File: src/rtl/video_timing_monitor.sv
// Sink-side VGA timing checker: measures line/frame geometry, tracks lock over
// consecutive conforming frames and counts bad frames and grid-pattern pixel errors.
module video_timing_monitor #(
    parameter int unsigned HDISP       = 800,
    parameter int unsigned VDISP       = 480,
    parameter int unsigned HTOTAL      = 928,
    parameter int unsigned VTOTAL      = 525,
    parameter int unsigned LOCK_FRAMES = 2
) (
    input  logic        pixel_clk,
    input  logic        pixel_rst_n,
    input  logic        hs,
    input  logic        vs,
    input  logic        blank,
    input  logic [23:0] rgb,
    input  logic        check_en,
    input  logic        clr,
    output logic        locked,
    output logic        frame_done,
    output logic [15:0] frame_cnt,
    output logic [15:0] err_cnt,
    output logic [15:0] pix_err_cnt,
    output logic [10:0] meas_h_total,
    output logic [10:0] meas_h_active,
    output logic [10:0] meas_v_total,
    output logic [10:0] meas_v_active
);

    localparam int unsigned CW = 11;
    localparam int unsigned SW = 16;
    localparam int unsigned GW = 4;
    localparam logic [23:0] PIX_WHITE = 24'hFFFFFF;
    localparam logic [23:0] PIX_BLACK = 24'h000000;

    typedef enum logic [1:0] {
        SEARCH  = 2'd0,
        ACQUIRE = 2'd1,
        LOCKED  = 2'd2
    } state_t;

    state_t        state, state_nxt;
    logic [GW-1:0] good, good_nxt;
    logic          frame_inc, err_inc;

    logic          hs_q, vs_q;
    logic          hfall, vfall;
    logic [CW-1:0] cnt_h, act_h, cnt_v, act_v;
    logic          line_bad;

    logic          line_err;
    logic [CW-1:0] cnt_v_close, act_v_close;
    logic          line_bad_close;
    logic          frame_ok;
    logic [23:0]   pix_exp;
    logic          pix_mis;

    assign hfall = hs_q & ~hs;
    assign vfall = vs_q & ~vs;

    // Line closing folded in first so a same-cycle vfall sees the finished line
    always_comb begin
        line_err       = (cnt_h != CW'(HTOTAL)) ||
                         ((act_h != '0) && (act_h != CW'(HDISP)));
        cnt_v_close    = hfall ? cnt_v + CW'(1) : cnt_v;
        act_v_close    = (hfall && (act_h != '0)) ? act_v + CW'(1) : act_v;
        line_bad_close = line_bad | (hfall & line_err);
        frame_ok       = !line_bad_close &&
                         (cnt_v_close == CW'(VTOTAL)) &&
                         (act_v_close == CW'(VDISP));
    end

    // Grid reference: white on every 16th column and row
    always_comb begin
        pix_exp = ((act_h[3:0] == 4'd0) || (act_v[3:0] == 4'd0)) ? PIX_WHITE : PIX_BLACK;
        pix_mis = blank && check_en && (rgb != pix_exp);
    end

    always_ff @(posedge pixel_clk or negedge pixel_rst_n) begin
        if (!pixel_rst_n) begin
            state <= SEARCH;
            good  <= '0;
        end else begin
            state <= state_nxt;
            good  <= good_nxt;
        end
    end

    // Lock FSM, advanced only at frame boundaries
    always_comb begin
        state_nxt = state;
        good_nxt  = good;
        frame_inc = 1'b0;
        err_inc   = 1'b0;
        if (vfall) begin
            case (state)
                SEARCH: begin
                    state_nxt = ACQUIRE;
                    good_nxt  = '0;
                end
                ACQUIRE: begin
                    frame_inc = 1'b1;
                    if (frame_ok) begin
                        good_nxt = good + GW'(1);
                        if ((good + GW'(1)) >= GW'(LOCK_FRAMES)) begin
                            state_nxt = LOCKED;
                        end
                    end else begin
                        good_nxt = '0;
                        err_inc  = 1'b1;
                    end
                end
                LOCKED: begin
                    frame_inc = 1'b1;
                    if (!frame_ok) begin
                        err_inc   = 1'b1;
                        good_nxt  = '0;
                        state_nxt = ACQUIRE;
                    end
                end
                default: begin
                    state_nxt = SEARCH;
                    good_nxt  = '0;
                end
            endcase
        end
    end

    always_ff @(posedge pixel_clk or negedge pixel_rst_n) begin
        if (!pixel_rst_n) begin
            hs_q          <= 1'b1;
            vs_q          <= 1'b1;
            cnt_h         <= '0;
            act_h         <= '0;
            cnt_v         <= '0;
            act_v         <= '0;
            line_bad      <= 1'b0;
            meas_h_total  <= '0;
            meas_h_active <= '0;
            meas_v_total  <= '0;
            meas_v_active <= '0;
        end else begin
            hs_q <= hs;
            vs_q <= vs;

            if (hfall) begin
                cnt_h         <= CW'(1);
                act_h         <= '0;
                meas_h_total  <= cnt_h;
                meas_h_active <= act_h;
            end else begin
                if (cnt_h != '1) begin
                    cnt_h <= cnt_h + CW'(1);
                end
                if (blank && (act_h != '1)) begin
                    act_h <= act_h + CW'(1);
                end
            end

            if (vfall) begin
                meas_v_total  <= cnt_v_close;
                meas_v_active <= act_v_close;
                cnt_v         <= '0;
                act_v         <= '0;
                line_bad      <= 1'b0;
            end else begin
                cnt_v    <= cnt_v_close;
                act_v    <= act_v_close;
                line_bad <= line_bad_close;
            end
        end
    end

    // Status counters; clr wins over a same-cycle increment
    always_ff @(posedge pixel_clk or negedge pixel_rst_n) begin
        if (!pixel_rst_n) begin
            locked      <= 1'b0;
            frame_done  <= 1'b0;
            frame_cnt   <= '0;
            err_cnt     <= '0;
            pix_err_cnt <= '0;
        end else begin
            locked     <= (state_nxt == LOCKED);
            frame_done <= frame_inc;
            if (clr) begin
                frame_cnt   <= '0;
                err_cnt     <= '0;
                pix_err_cnt <= '0;
            end else begin
                if (frame_inc) begin
                    frame_cnt <= frame_cnt + SW'(1);
                end
                if (err_inc && (err_cnt != '1)) begin
                    err_cnt <= err_cnt + SW'(1);
                end
                if (pix_mis && (pix_err_cnt != '1)) begin
                    pix_err_cnt <= pix_err_cnt + SW'(1);
                end
            end
        end
    end

endmodule
File: config.mk
export PLATFORM = sky130hd
export DESIGN_NAME = video_timing_monitor
export DESIGN_NICKNAME = d
export VERILOG_FILES = /design/src/rtl/video_timing_monitor.sv
export SDC_FILE = /design/constraint.sdc
export NUM_CORES = 1
export LEC_CHECK = 0
export BUFFER_PORTS_ARGS = -buffer_cell sky130_fd_sc_hd__buf_4
export CAP_MARGIN = 20
export CORE_UTILIZATION = 23
export DETAILED_ROUTE_END_ITERATION = 8
export SYNTH_ARGS = -nofsm -noshare
export SYNTH_HDL_FRONTEND = slang
export SYNTH_SLANG_ARGS = --single-unit
File: constraint.sdc
create_clock -name pixel_clk -period 3.6 [get_ports pixel_clk]
set_clock_uncertainty 0.2 [all_clocks]
set_input_delay 0.36 -clock pixel_clk [delete_from_list [all_inputs] [get_ports pixel_clk]]
set_output_delay 0.36 -clock pixel_clk [all_outputs]
set_load 0.05 [all_outputs]
======== Word level (Yosys, flattened, before mapping) ========
Index checks and enable logic that the tools add are counted.
storage, ports and cells
  logic and storage cells ................. 98
  register bits ........................... 147
  output and inout bits ................... 94
cells by class
  add/sub/neg operators ................... 8
  reduce and logical (&&, ||, !) cells .... 23
  magnitude comparators ................... 1
  equal/unequal tests ..................... 13
  bitwise gates (word level) .............. 6
  muxes and demuxes ....................... 29
operator list
  kind                                                                                  number
  16-bit two-way mux                                                                    6
  11-bit two-way mux                                                                    8
  16-bit by 1-bit adder with 16-bit output (second input constant)                      3
  11-bit by 1-bit adder with 11-bit output (second input constant)                      4
  16-bit != test (second input constant)                                                2
  24-bit two-way mux                                                                    1
  24-bit != test                                                                        1
  11-bit by 10-bit != test with 1-bit output (second input constant)                    2
  11-bit != test (second input constant)                                                2
  11-bit by 10-bit == test with 1-bit output (second input constant)                    1
  11-bit by 9-bit == test with 1-bit output (second input constant)                     1
  11-bit nonzero test                                                                   1
  2-bit nonzero test                                                                    5
  1-bit logical AND                                                                     9
  4-bit logical NOT                                                                     2
  2-bit two-way mux                                                                     4
  4-bit two-way mux                                                                     2
  4-bit case mux with 2 select lines                                                    1
  1-bit two-way mux                                                                     6
  2-bit case mux with 3 select lines                                                    1
  4-bit by 1-bit adder with 4-bit output (second input constant)                        1
  2-bit == test (second input constant)                                                 2
  4-bit by 2-bit greater-or-equal comparator with 1-bit output (second input constant)  1
  1-bit AND                                                                             3
  other kinds (9)                                                                       11

======== Depth between registers and ports, before layout ========
  depth in word-level cells ............... 14
  depth in mapped cells ................... 12
  depth with buffers taken out ............ 9

======== Worst setup path after synthesis ========
OpenSTA, ideal clock, no wires.
  path kind ............................... register -> register
  from .................................... register act_h[0]
  to ...................................... register err_cnt[10]
  path slack .............................. 786 ps
  path buffers ............................ 1
  stages on the path, launching flop included .. 11
  data arrival time ....................... 2486 ps
  setup time .............................. 128 ps
  cell sequence ........................... dfrtp_1 -> inv_1 -> ha_1 -> nor3b_2 -> a31oi_2 -> and4_4 -> o221a_1 -> and4b_4 -> buf_6 -> nor4b_1 -> mux2_1
between the ends
  cells in the longest elaborated chain, start to end .. 13
  elaborated cells on any way between the ends .. 17
  classes of those cells .................. eq/ne: 2; mux: 4; bitwise: 2; reduce/logical: 9
RTL lines
  what                                                                                      RTL line  text
  from (decl)                                                                               47        logic [CW-1:0] cnt_h, act_h, cnt_v, act_v;
  from (signal assigned)                                                                    155       act_h <= act_h + CW'(1);
  11-bit by 10-bit != test with 1-bit output / 11-bit nonzero test (equally long branches)  63, 65
  1-bit logical AND                                                                         63        ((act_h != '0) && (act_h != CW'(HDISP)));
  1-bit logical OR                                                                          62        line_err = (cnt_h != CW'(HTOTAL)) ||
  1-bit AND                                                                                 66        line_bad_close = line_bad | (hfall & line_err);
  1-bit bitwise OR                                                                          66
  1-bit logical NOT                                                                         67        frame_ok = !line_bad_close &&
  1-bit logical AND                                                                         67
  1-bit logical AND *                                                                       68        (cnt_v_close == CW'(VTOTAL)) &&
  1-bit two-way mux *                                                                       102, 114
  1-bit two-way mux *                                                                       n/a
  1-bit two-way mux *                                                                       94        if (vfall) begin
  1-bit logical AND *                                                                       192       if (err_inc && (err_cnt != '1)) begin
  2-bit nonzero test (no source line) *                                                     n/a
  to (signal assigned)                                                                      193       err_cnt <= err_cnt + SW'(1);
  to (decl)                                                                                 21        output logic [15:0] err_cnt,
Mark *: on every way between the ends. The rest lies on a longest branch, timed or not.
A chain may end at the register's enable or synchronous reset.

======== Worst setup path after layout ========
  from .................................... register act_h[0]
  to ...................................... register err_cnt[8]
Same word-level chain as after synthesis.

==> results.md <==
* Outcome: finished, final reports clean
* Clock Pin Slew Worst Setup and Hold Paths at 0.06 ns
* Worst r2r dst: err_cnt[8]
* Core area at 0.03172 mm2
* Relative slew slack at 0.4319
* N_diodes at 0
* # placed instances at 1,298
* Yosys cell types at 63
* Fin nets at 965
* Sink Count at 147
* Switch Pwr at 1.365 mW
* Logic pwr share at 0.170
* CP Data Arrival Time at 3.35 ns
* Detailed placement HPWL at 13,890 um
* Post-synthesis sequential element count at 147
* Crit path max fanout at 29
* CP endpoint kind: register
* Final Slew Violations at 0
* Hold_sp: blank
* Clock Path Buffers at 2
* Synth top area share at 0.4872
* RSZ-0062 raised after global routing: false
* CP Launch Type: register
* Sum of buffers and inverters on the critical path at 1
* Largest area contributor in the netlist: dfrtp_1
* Max frequency at 307.3 MHz
* Post-synth EDFFs at 0
* Vias in the first global route at 6,190
* Top-count cell post-synth: dfrtp_1
* Gp weighted congestion at 0.7945
* Final non-filler cell total at 1,333
* Crit path cell chain: inv_1, ha_1, nor3b_2, o211ai_1, o32a_1, a2111oi_2, and4b_4, nor4_1, mux2_1
* Setup TNS after final layout at 0 ns
* Via count at 6,254
* Drt drc at 0
* Slowest CP cell: and4b_4
* Internal at 3.090 mW
* Worst EP required at 3.70 ns
* Min Tclk post-route at 3.254 ns
* Proportion of layout cells with a drive suffix above 1 at 0.1923
* H-tree lvl count at 4
* Post-Synthesis Cells at 805
* Sequential share of power at 0.426
* Path depth of the worst reg2reg path at 9
* IO Pins at 125
* Ys async rst share at 1.000
* CTS tree: built
* Final setup violation count at 0
* Post-synth top cells: dfrtp_1 (145), nand2_1 (124), nor2_1 (88)
* Via/cell ratio at 4.692
* Largest net degree at the start of global routing at 74
* Mapped Avg Cell Area at 9.251 um2
* Leakage power at 4.206 nW
* Max rail drop VDD at 0.2919 mV
* Clk pwr share at 0.404
* Setup Crit Path Kind: reg -> reg
* Routed len/inst at 14.74 um
* Die ar. at 0.03310 mm2
* Gr usage total at 0.1246
* Port-buffer cells at 124
* Post-Route WL at 19,650 um
* Initial antenna violation count at 0
* Slowest stage delay, CP at 0.52 ns
* Final Cell Area at 0.009412 mm2
* Largest cells by area after synthesis: dfrtp_1 (49%), nand2_1 (6.3%), nor2_1 (4.4%)
* Clock root buffer master: clkbuf_16
* RR Startpoint: act_h[0]
* Row count at 65
* Crit-path leading delay family: simple AND/OR/NAND/NOR gates
* Mapped Area at 0.007447 mm2
* Post_cts resized at 0
* Worst-margin pin slew at 0.8485 ns
* Pwr per Cell Area at 473.3 mW/mm2
* Die Span X at 181.9 um
* Final hold violation count at 0
* Pre-Repair DR Iteration Count at 4
* Syn. warnings at 0
* Synth Net Count at 852
* Worst Setup SP: act_h[0]
* Final core utilization at 0.2967
* Max-Cap Viols at 0
* Sw Ratio at 0.3064
* Post-synthesis sequential area ratio at 0.4943
* CTS Buf Count at 17
* Dpl cell area at 0.008788 mm2
* Clock Latency Late Sink at 0.42 ns
* Die Span Y at 181.9 um
* Initial Util at 0.2348
* Drt first-iter violations at 307
* Reg2reg setup slack at 0.35 ns
* Area growth, synth to finish at 26.38%
* Grt ovf at 0
* First-pass GRT wire length at 32,860 um
* Tcrit/Tclk final at 0.9038
* Ys flop type: dfrtp_1
* WHS Path Cells at 3
* WHS Endpoint: act_h[10]
* Final ANT Viol Nets at 0
* Final Power at 4.455 mW
* Worst Hold Class: in -> reg
## layout make-up
| class | count | area (um2) |
|---|---|---|
| Sequential cell | 147 | 3681 |
| Fill cell | 3355 | 22310 |
| Inverter | 21 | 78.83 |
| Tap cell | 402 | 503.0 |
| Clock buffer | 21 | 470.5 |
| Clock inverter | 11 | 122.6 |
| Timing Repair Buffer | 136 | 1045 |
| Multi-Input combinational cell | 595 | 3511 |
## repair_timing
action                    CTS  global route
setup buffers               0             0
hold endpoints to repair   72             0
hold buffers                3             0
## per-layer routing
layer  global-route usage  routed length, um  vias to the layer above
met1               0.1621               9131                     3070
met2               0.1988               9459                      107
met3              0.03249                772                       19
met4              0.04504                285                        0
li1                     -                  -                     3058
met5                    0                  0                        -
## cells by family after synthesis
logic type      count (synthesis)  share of synthesized area
simple gates                  400                     0.2686
mux                            13                    0.01882
fa+ha+maj                      16                    0.02688
xor+xnor                       54                    0.06351
compound gates                112                    0.09291
flops                         147                     0.4943
buf+inv                        63                    0.03494
## placed cells by master, fill, tap and decap left out, types with 5 or more instances in the layout
master / n
xor2_1: 26
nor2b_1: 10
buf_4: 131
xnor2_1: 28
o21ai_0: 46
nand3b_1: 5
or4_1: 5
and3_1: 13
nand4_1: 37
inv_1: 21
o31ai_1: 5
ha_1: 16
or3_1: 22
mux2i_1: 5
nand2_1: 124
clkbuf_16: 17
dfrtp_1: 145
nor4_1: 24
nand3_1: 32
nor3_1: 13
mux2_1: 8
nor2_1: 88
a21oi_1: 26
## state kept, by name, indices dropped and copies added, names as in the netlist, 2 cells and up
register       cells
frame_cnt         16
err_cnt           16
pix_err_cnt       16
cnt_h             11
meas_h_active     11
meas_v_total      11
cnt_v             11
state              2
act_v             11
meas_h_total      11
good               4
act_h             11
meas_v_active     11
## how the worst max path moves through the flow
| stage | to | depth (start not counted) | slack [ns] |
|---|---|---|---|
| 2_1_floorplan | err_cnt[10] | 10 | 0.79 |
| 3_3_place_gp | err_cnt[11] | 9 | 0.40 |
| 3_5_place_dp | err_cnt[8] | 9 | 0.36 |
| 4_1_cts | err_cnt[8] | 9 | 0.35 |
| 5_1_grt | err_cnt[8] | 9 | 0.13 |
| 6_report | err_cnt[8] | 9 | 0.35 |
## power groups by stage
stage	clock, mW	combinational [mW]	sequential (mW)
2_1_floorplan	0	0.355	2.05
3_3_place_gp	0	0.756	1.92
3_5_place_dp	0	0.764	1.93
4_1_cts	1.86	0.771	1.90
5_1_grt	1.95	0.839	1.92
6_report	1.80	0.758	1.90
## worst register-to-register path, stage by stage (launching register included)
cell,delay (ns)
dfrtp_1,0.42
inv_1,0.08
ha_1,0.14
nor3b_2,0.36
o211ai_1,0.18
o32a_1,0.42
a2111oi_2,0.34
and4b_4,0.52
nor4_1,0.15
mux2_1,0.34
## stage by stage
stage / hold WS (ns) / worst slack [ns]
after floorplan: -0.1356 / 0.7865
after global placement: 0.2469 / 0.4050
after detailed placement: 0.2499 / 0.3612
after CTS: 0.005967 / 0.3509
after global routing: 0.02464 / 0.1255
final: 0.02652 / 0.3462
Power figures use the tool's default switching activity.
